==> src/rtl/rams_dp_dist_clr.sv <==
// Dual-port distributed RAM with per-byte write enables, optional registered read,
// and a clear engine that walks every word to INIT_VAL after reset or on request.
module rams_dp_dist_clr #(
  parameter int unsigned       DATA_W   = 16,
  parameter int unsigned       ADDR_W   = 6,
  parameter int unsigned       READ_REG = 0,
  parameter logic [DATA_W-1:0] INIT_VAL = '0
) (
  input  logic                clk,
  input  logic                rst_n,
  input  logic                we,
  input  logic [DATA_W/8-1:0] be,
  input  logic [ADDR_W-1:0]   a,
  input  logic [ADDR_W-1:0]   dpra,
  input  logic [DATA_W-1:0]   di,
  input  logic                clr,
  output logic [DATA_W-1:0]   spo,
  output logic [DATA_W-1:0]   dpo,
  output logic                busy,
  output logic                coll
);

  localparam int unsigned Depth    = 2 ** ADDR_W;
  localparam int unsigned NumBytes = DATA_W / 8;

  typedef enum logic [0:0] {StClear, StIdle} state_e;

  state_e            state_q, state_d;
  logic [ADDR_W-1:0] cnt_q, cnt_d;
  logic              coll_q, coll_d;

  // Storage has no reset; the clear engine defines its contents.
  logic [DATA_W-1:0] mem_q [Depth];

  logic              busy_int;
  logic              wr_en;
  logic [ADDR_W-1:0] wr_addr;
  logic [DATA_W-1:0] wr_data;
  logic [DATA_W-1:0] spo_d, dpo_d;

  assign busy_int = (state_q == StClear);

  // Clear-engine sequencing and collision detection.
  always_comb begin
    state_d = state_q;
    cnt_d   = cnt_q;
    unique case (state_q)
      StClear: begin
        cnt_d = cnt_q + ADDR_W'(1);
        if (cnt_q == {ADDR_W{1'b1}}) state_d = StIdle;
      end
      StIdle: begin
        // A write arriving with clr still lands this edge; the walk then overwrites it.
        if (clr) begin
          state_d = StClear;
          cnt_d   = '0;
        end
      end
      default: state_d = StClear;
    endcase
    coll_d = we && !busy_int && (a == dpra);
  end

  // Control state; reset (even mid-clear) restarts the walk from address 0.
  always_ff @(posedge clk or negedge rst_n) begin
    if (!rst_n) begin
      state_q <= StClear;
      cnt_q   <= '0;
      coll_q  <= 1'b0;
    end else begin
      state_q <= state_d;
      cnt_q   <= cnt_d;
      coll_q  <= coll_d;
    end
  end

  // Single write port shared by the clear walk and byte-masked user writes.
  always_comb begin
    wr_en   = 1'b0;
    wr_addr = a;
    wr_data = mem_q[a];
    if (busy_int) begin
      wr_en   = 1'b1;
      wr_addr = cnt_q;
      wr_data = INIT_VAL;
    end else if (we) begin
      wr_en = 1'b1;
      for (int i = 0; i < NumBytes; i++) begin
        if (be[i]) wr_data[8*i +: 8] = di[8*i +: 8];
      end
    end
  end

  // Memory array write.
  always_ff @(posedge clk) begin
    if (wr_en) mem_q[wr_addr] <= wr_data;
  end

  // Reads are masked to INIT_VAL while the clear engine owns the array.
  always_comb begin
    spo_d = busy_int ? INIT_VAL : mem_q[a];
    dpo_d = busy_int ? INIT_VAL : mem_q[dpra];
  end

  if (READ_REG != 0) begin : g_read_reg
    logic [DATA_W-1:0] spo_q, dpo_q;

    // Registered read sees pre-write contents, giving read-first collisions.
    always_ff @(posedge clk or negedge rst_n) begin
      if (!rst_n) begin
        spo_q <= INIT_VAL;
        dpo_q <= INIT_VAL;
      end else begin
        spo_q <= spo_d;
        dpo_q <= dpo_d;
      end
    end

    assign spo = spo_q;
    assign dpo = dpo_q;
  end else begin : g_read_async
    assign spo = spo_d;
    assign dpo = dpo_d;
  end

  assign busy = busy_int;
  assign coll = coll_q;

endmodule
==> config.mk <==
export PLATFORM = sky130hd
export DESIGN_NAME = rams_dp_dist_clr
export DESIGN_NICKNAME = d
export VERILOG_FILES = /design/src/rtl/rams_dp_dist_clr.sv
export SDC_FILE = /design/constraint.sdc
export NUM_CORES = 1
export LEC_CHECK = 0
export ABC_CLOCK_PERIOD_IN_PS = 5130
export CORE_AREA = 3 3 352 354
export CTS_CLUSTER_DIAMETER = 150
export DETAILED_ROUTE_END_ITERATION = 12
export DIE_AREA = 0 0 355 357
export SLEW_MARGIN = 40
export SYNTH_ARGS = -nofsm -noshare
export SYNTH_HDL_FRONTEND = slang
export SYNTH_SLANG_ARGS = --single-unit
==> constraint.sdc <==
create_clock -name clk -period 5.13 [get_ports clk]
set_input_delay 0.7695 -clock clk [delete_from_list [all_inputs] [get_ports clk]]
set_output_delay 0.7695 -clock clk [all_outputs]
set_load 0.02 [all_outputs]
# After elaboration in Yosys (flattened, before gate mapping)

Memories as Yosys holds them, arrays and structs flattened.
Index checks and enable logic that the tools add are counted.

$add $sub $neg: 1
$mul: 0
Div/mod/pow operators: 0
Order comparisons: 0
Eq/ne operators: 3
Shift operators: 0
Muxes and demuxes: 16
Bitwise logic cells: 1
Reduce and logical (&&, ||, !) cells: 2

Operator list:

| kind                                                           | count |
|---|---|
| 16-bit 2-to-1 mux                                              | 4 |
| 8-bit 2-to-1 mux                                               | 2 |
| 6-bit 2-to-1 mux                                               | 2 |
| 6-bit one-hot mux with 2 select lines                          | 1 |
| 6-bit by 1-bit adder with 6-bit output (second input constant) | 1 |
| 6-bit == test                                                  | 1 |
| 6-bit == test (second input constant)                          | 1 |
| 1-bit 2-to-1 mux                                               | 6 |
| 1-bit logical AND                                              | 2 |
| 2-bit != test (second input constant)                          | 1 |
| 1-bit one-hot mux with 2 select lines                          | 1 |
| 1-bit NOT                                                      | 1 |

Bits in registers: 8
Bits in latches: 0
Bits in writable memories: 1,024
Bits in read-only memories: 0
Input bits: 34
Output and inout port bits: 34
Word-level logic and storage cells: 27
Memories kept: 1

Memories:

| memory | depth | bits a word | rd ports | clocked after memory_dff | wr ports | RTL line | text |
|---|---|---|---|---|---|---|---|
| mem_q  | 64    | 16          | 2        | 0                        | 1        | 33       | `logic [DATA_W-1:0] mem_q [Depth];` |

# Depth between registers and ports, before layout

Gate-level depths: netlist (run 1).

Word-level depth: 4
Mapped depth: 9
Depth with buffers taken out: 5

# Least setup slack after synthesis (run 1)

OpenSTA, ideal clock, no wires.

Path kind: input port to flip-flop
From: in a[2]
To: mem mem_q[0][5], data pin
Library setup time: 0.729 ns
Data arrival time: 4.790 ns
Required time: 4.401 ns
Setup slack: -0.389 ns
Cell stages on the path: 8
Buffers on the path: 5
Path through: buf_4 -> buf_4 -> buf_2 -> buf_2 -> buf_1 -> a21boi_0 -> a211oi_1 -> o32ai_1

Word-level cells in the longest chain between the ends: 4

Ends and longest elaborated chain:

| what                      | RTL line | text |
|---|---|---|
| start: declaration        | 13       | `input logic [ADDR_W-1:0] a,` |
| memory read 64 x 16 bit * | n/a      |  |
| 8-bit 2-to-1 mux          | 89       | `if (be[i]) wr_data[8*i +: 8] = di[8*i +: 8];` |
| 16-bit 2-to-1 mux *       | 86       | `end else if (we) begin` |
| 16-bit 2-to-1 mux *       | 82       | `if (busy_int) begin` |
| named net wr_data[5]      | 38       | `logic [DATA_W-1:0] wr_data;` |
| end: declaration          | 33       |  |

Mark *: on every way through the listed nets, which the timed path passes. The rest lies on a longest branch.

# Final worst setup path (run 1)

From: in a[4]
To: out spo[13]

Word-level cells in the longest chain between the ends: 2

Ends and longest elaborated chain:

| what                    | RTL line | text |
|---|---|---|
| memory read 64 x 16 bit | n/a      |  |
| 16-bit 2-to-1 mux       | 101      | `spo_d = busy_int ? INIT_VAL : mem_q[a];` |
| end: declaration        | 17       | `output logic [DATA_W-1:0] spo,` |

Every way passes these cells.

==> summary.json, run 1 <==
{
  "worstSkewPairLatency": {"value": 0.68, "unit": "ns"},
  "timing.critical_path.from_type": {"value": "input port"},
  "setup.worst_path.end": {"value": "spo[13]"},
  "worst_path_max_fanout": {"value": 26},
  "fin_crit_sh": {"value": 94.7, "unit": "%"},
  "reg2reg_depth": {"value": 6},
  "place_hpwl": {"value": 97000, "unit": "µm"},
  "drt_iter0_drc": {"value": 3687},
  "grt_usage": {"value": 24.8, "unit": "%"},
  "number_of_detailed_routing_iterations_run_before_antenna_repair": {"value": 6},
  "post_layout_nonfiller_instances": {"value": 4248},
  "fillCellCount": {"value": 10100},
  "num_vias": {"value": 27700},
  "final-setup-viol-count": {"value": 0},
  "postSynth.asyncResetShare": {"value": 0.775, "unit": "%"},
  "route.antenna.remaining_nets": {"value": 0},
  "grt_start_max_net_pins": {"value": 66},
  "gp_congestion": {"value": 0.874},
  "routed_wl": {"value": 157000, "unit": "µm"},
  "post_cts_resize_count": {"value": 0},
  "critical_path.reg2reg.endpoint": {"value": "mem_q[16][0]$_DFFE_PP_"},
  "post_drt_wl_per_cell": {"value": 37.0, "unit": "µm"},
  "nNetsFinal": {"value": 2574},
  "time_the_final_worst_path_needs_with_i_o_delays_and_setup": {"value": 4.86, "unit": "ns"},
  "finalMaxSlewViolations": {"value": 0},
  "final_hold_slack": {"value": 0.436, "unit": "ns"},
  "drive_gt1_share": {"value": 40.5, "unit": "%"},
  "total_power_consumption_of_the_routed_design": {"value": 21.2, "unit": "mW"},
  "syn_to_final_growth": {"value": 15.9, "unit": "%"},
  "globalRouteOverflowTotal": {"value": 0},
  "syn-instance-count": {"value": 2325},
  "post_cts.repair.setup_buffers": {"value": 0},
  "cts-hold-fix-buffers": {"value": 0},
  "die_height": {"value": 357, "unit": "µm"},
  "row_count": {"value": 128},
  "power_density": {"value": 379, "unit": "nW/µm²"},
  "drv_cap": {"value": 0},
  "vias_in_the_first_global_route": {"value": 28200},
  "status": {"value": "finished clean"},
  "r2r_setup_slack": {"value": 1.68, "unit": "ns"},
  "setup-tns-final": {"value": 0, "unit": "ns"},
  "worst_setup_path_end_kind": {"value": "output port"},
  "p_leak": {"value": 17.8, "unit": "nW"},
  "initial_antenna_violation_count": {"value": 3},
  "postSynthNetCount": {"value": 2360},
  "rsz0062_at_grt": {"value": "false"},
  "crit_arrival": {"value": 4.09, "unit": "ns"},
  "r2r_start": {"value": "state_q$_DFF_PN0_"},
  "number_of_enable_flip_flop_cells_after_synthesis": {"value": 1024},
  "die_width": {"value": 355, "unit": "µm"},
  "netlist-cell-type-count": {"value": 54},
  "clkSlewWorstSetupHoldPaths": {"value": 0.06, "unit": "ns"},
  "syn-mean-instance-area": {"value": 20.8, "unit": "µm²"},
  "clockRootBuffer": {"value": "sky130_fd_sc_hd__clkbuf_16"},
  "drc": {"value": 0},
  "post-synth-top-area-fraction": {"value": 63.7, "unit": "%"},
  "timing.critical_path.from": {"value": "a[4]"},
  "final-hold-violation-count": {"value": 0},
  "routed_via_density": {"value": 6.52},
  "number_of_cts_inserted_buffers": {"value": 108},
  "tritoncts": {"value": "done"},
  "clk_path_buf_depth": {"value": 3},
  "place_area": {"value": 52300, "unit": "µm²"},
  "die_area": {"value": 127000, "unit": "µm²"},
  "top_achievable_clock_speed": {"value": 206, "unit": "MHz"},
  "placement.io_buffers": {"value": 67},
  "worst_relative_slew_slack": {"value": 36.1, "unit": "%"},
  "floorplan.io_pins": {"value": 68},
  "yosys_warnings": {"value": 0},
  "timing.setup.critical_path_class": {"value": "input port to output port"},
  "ir_worst_vdd": {"value": 0.000287, "unit": "V"},
  "ys_top_cells_by_area": {"value": "sky130_fd_sc_hd__edfxtp_1 64%, sky130_fd_sc_hd__mux4_2 27%, sky130_fd_sc_hd__mux2i_1 2.2%"},
  "hold_path_class": {"value": "input port to asynchronous set/reset pin"},
  "design_area": {"value": 56000, "unit": "µm²"},
  "ctsHtreeMaxLevel": {"value": 3},
  "cp.required": {"value": 4.36, "unit": "ns"},
  "seq_area_frac_synth": {"value": 64.1, "unit": "%"},
  "post_syn_area": {"value": 48300, "unit": "µm²"},
  "floorplan.initialDensity": {"value": 39.8, "unit": "%"},
  "skew": {"value": 0.0322, "unit": "ns"},
  "netlist.top_cell.by_area": {"value": "sky130_fd_sc_hd__edfxtp_1"},
  "yosys_most_used_dff": {"value": "sky130_fd_sc_hd__edfxtp_1"},
  "cts_num_sinks": {"value": 1032},
  "ff_latch_count_synth": {"value": 1032},
  "core_region_area": {"value": 121000, "unit": "µm²"},
  "post-place-cells": {"value": 4047},
  "tightestPinTransition": {"value": 0.954, "unit": "ns"},
  "global_route_wire_length_before_repair": {"value": 220000, "unit": "µm"}
}
## logic make-up (layout without fill, tap and decap cells)
kind of cell             count (synthesis)  count (layout)  synth area share [%]
AND/OR/NAND/NOR                        220             220                  2.00
AO/OA/AOI/OAI                          187             187                  2.53
flip-flops                            1032            1032                  64.1
buffers and inverters                  190             486                  2.01
other                                    0               2                     0
multiplexers                           687             687                  29.2
adder cells (fa/ha/maj)                  1               1                0.0259
XOR/XNOR                                 8               8                 0.145
## registers in the layout, summed over array words and instances (netlist names)
name / count
coll: 1
cnt_q: 6
mem_q: 1024
state_q: 1
## final cells by class
cell class	instances	area, µm²	share of cell area (%)
Antenna cell	2	5.00	0.00894
Clock buffer	127	2840	5.07
Clock inverter	65	673	1.20
Inverter	5	18.8	0.0335
Multi-Input combinational cell	1103	16800	29.9
Sequential cell	1032	31000	55.3
Tap cell	1625	2030	3.63
Timing Repair Buffer	289	2680	4.79
## synth_stat cells, types with 15 or more instances
master,instances
sky130_fd_sc_hd__a21oi_1,32
sky130_fd_sc_hd__a31oi_1,23
sky130_fd_sc_hd__buf_1,25
sky130_fd_sc_hd__buf_2,53
sky130_fd_sc_hd__buf_4,27
sky130_fd_sc_hd__clkbuf_1,68
sky130_fd_sc_hd__edfxtp_1,1024
sky130_fd_sc_hd__mux2i_1,104
sky130_fd_sc_hd__mux4_2,575
sky130_fd_sc_hd__nand2_1,73
sky130_fd_sc_hd__nand3_1,17
sky130_fd_sc_hd__nor2_1,87
sky130_fd_sc_hd__nor2b_1,15
sky130_fd_sc_hd__o21ai_0,30
sky130_fd_sc_hd__o22ai_1,36
## critical path, cell delays in order
cell and delay, ns:
sky130_fd_sc_hd__clkdlybuf4s50_1 0.52, sky130_fd_sc_hd__buf_4 0.35, sky130_fd_sc_hd__or2_2 0.43, sky130_fd_sc_hd__o22ai_1 0.16, sky130_fd_sc_hd__a222oi_1 0.66, sky130_fd_sc_hd__a22oi_1 0.38, sky130_fd_sc_hd__nor2_1 0.18, sky130_fd_sc_hd__clkdlybuf4s50_1 0.62
## cell usage in the layout (no fill, tap or decap), types with 8 or more instances in the layout
cell type and count:
sky130_fd_sc_hd__clkbuf_1 16, sky130_fd_sc_hd__buf_4 196, sky130_fd_sc_hd__clkinv_1 22, sky130_fd_sc_hd__bufinv_16 14, sky130_fd_sc_hd__a31oi_4 13, sky130_fd_sc_hd__nand3_1 17, sky130_fd_sc_hd__buf_12 24, sky130_fd_sc_hd__mux2_2 8
sky130_fd_sc_hd__o21ai_0 30, sky130_fd_sc_hd__clkdlybuf4s50_1 53, sky130_fd_sc_hd__o22ai_1 36, sky130_fd_sc_hd__nand2_1 73, sky130_fd_sc_hd__clkbuf_16 111, sky130_fd_sc_hd__o211ai_1 13, sky130_fd_sc_hd__mux4_2 575, sky130_fd_sc_hd__a31oi_1 10
sky130_fd_sc_hd__a22oi_1 14, sky130_fd_sc_hd__a21oi_1 30, sky130_fd_sc_hd__nor2_1 23, sky130_fd_sc_hd__edfxtp_1 1024, sky130_fd_sc_hd__mux2i_1 104, sky130_fd_sc_hd__nor2b_1 14, sky130_fd_sc_hd__nor2_2 64, sky130_fd_sc_hd__buf_8 9
sky130_fd_sc_hd__clkinv_2 22
## metal layers
layer	track usage (%)	wire length, µm	vias up
li1	-	-	10600
met1	33.5	60000	15000
met2	39.9	75000	1743
met3	5.13	15700	344
met4	9.38	6450	0
met5	0	0	-
## where the power goes
part	internal (mW)	leakage (nW)	total, mW	switching (mW)
logic	1.19	6.50	3.16	1.97
registers	9.91	9.58	10.2	0.249
clock network	4.62	1.72	7.87	3.25
total	15.7	17.8	21.2	5.47
## metrics by stage
step	util, %	setup slack, ns
finish	46.1	0.271
global placement	43.1	0.307
global route	46.1	0.221
CTS	46.0	0.357
detailed placement	43.1	0.369
floorplan	-	0.351
## worst min-delay path by stage
stage	to	cells after the start	start	slack, ns
after floorplan	cnt_q[5]$_DFFE_PN0P_	1	cnt_q[5]$_DFFE_PN0P_	0.45
after global placement	cnt_q[5]$_DFFE_PN0P_	1	cnt_q[5]$_DFFE_PN0P_	0.47
after detailed placement	cnt_q[5]$_DFFE_PN0P_	1	cnt_q[5]$_DFFE_PN0P_	0.47
after CTS	cnt_q[3]$_DFFE_PN0P_	1	rst_n	0.40
after global routing	cnt_q[5]$_DFFE_PN0P_	1	rst_n	0.43
final	cnt_q[3]$_DFFE_PN0P_	1	rst_n	0.44
No activity file was read; power rests on OpenSTA's default activity.
==> run 2: changes to the inputs <==
CTS_CLUSTER_DIAMETER = unset   (was 150)
==> results of run 2 <==
Final layout, timing and power as in run 1 (identical DEF).
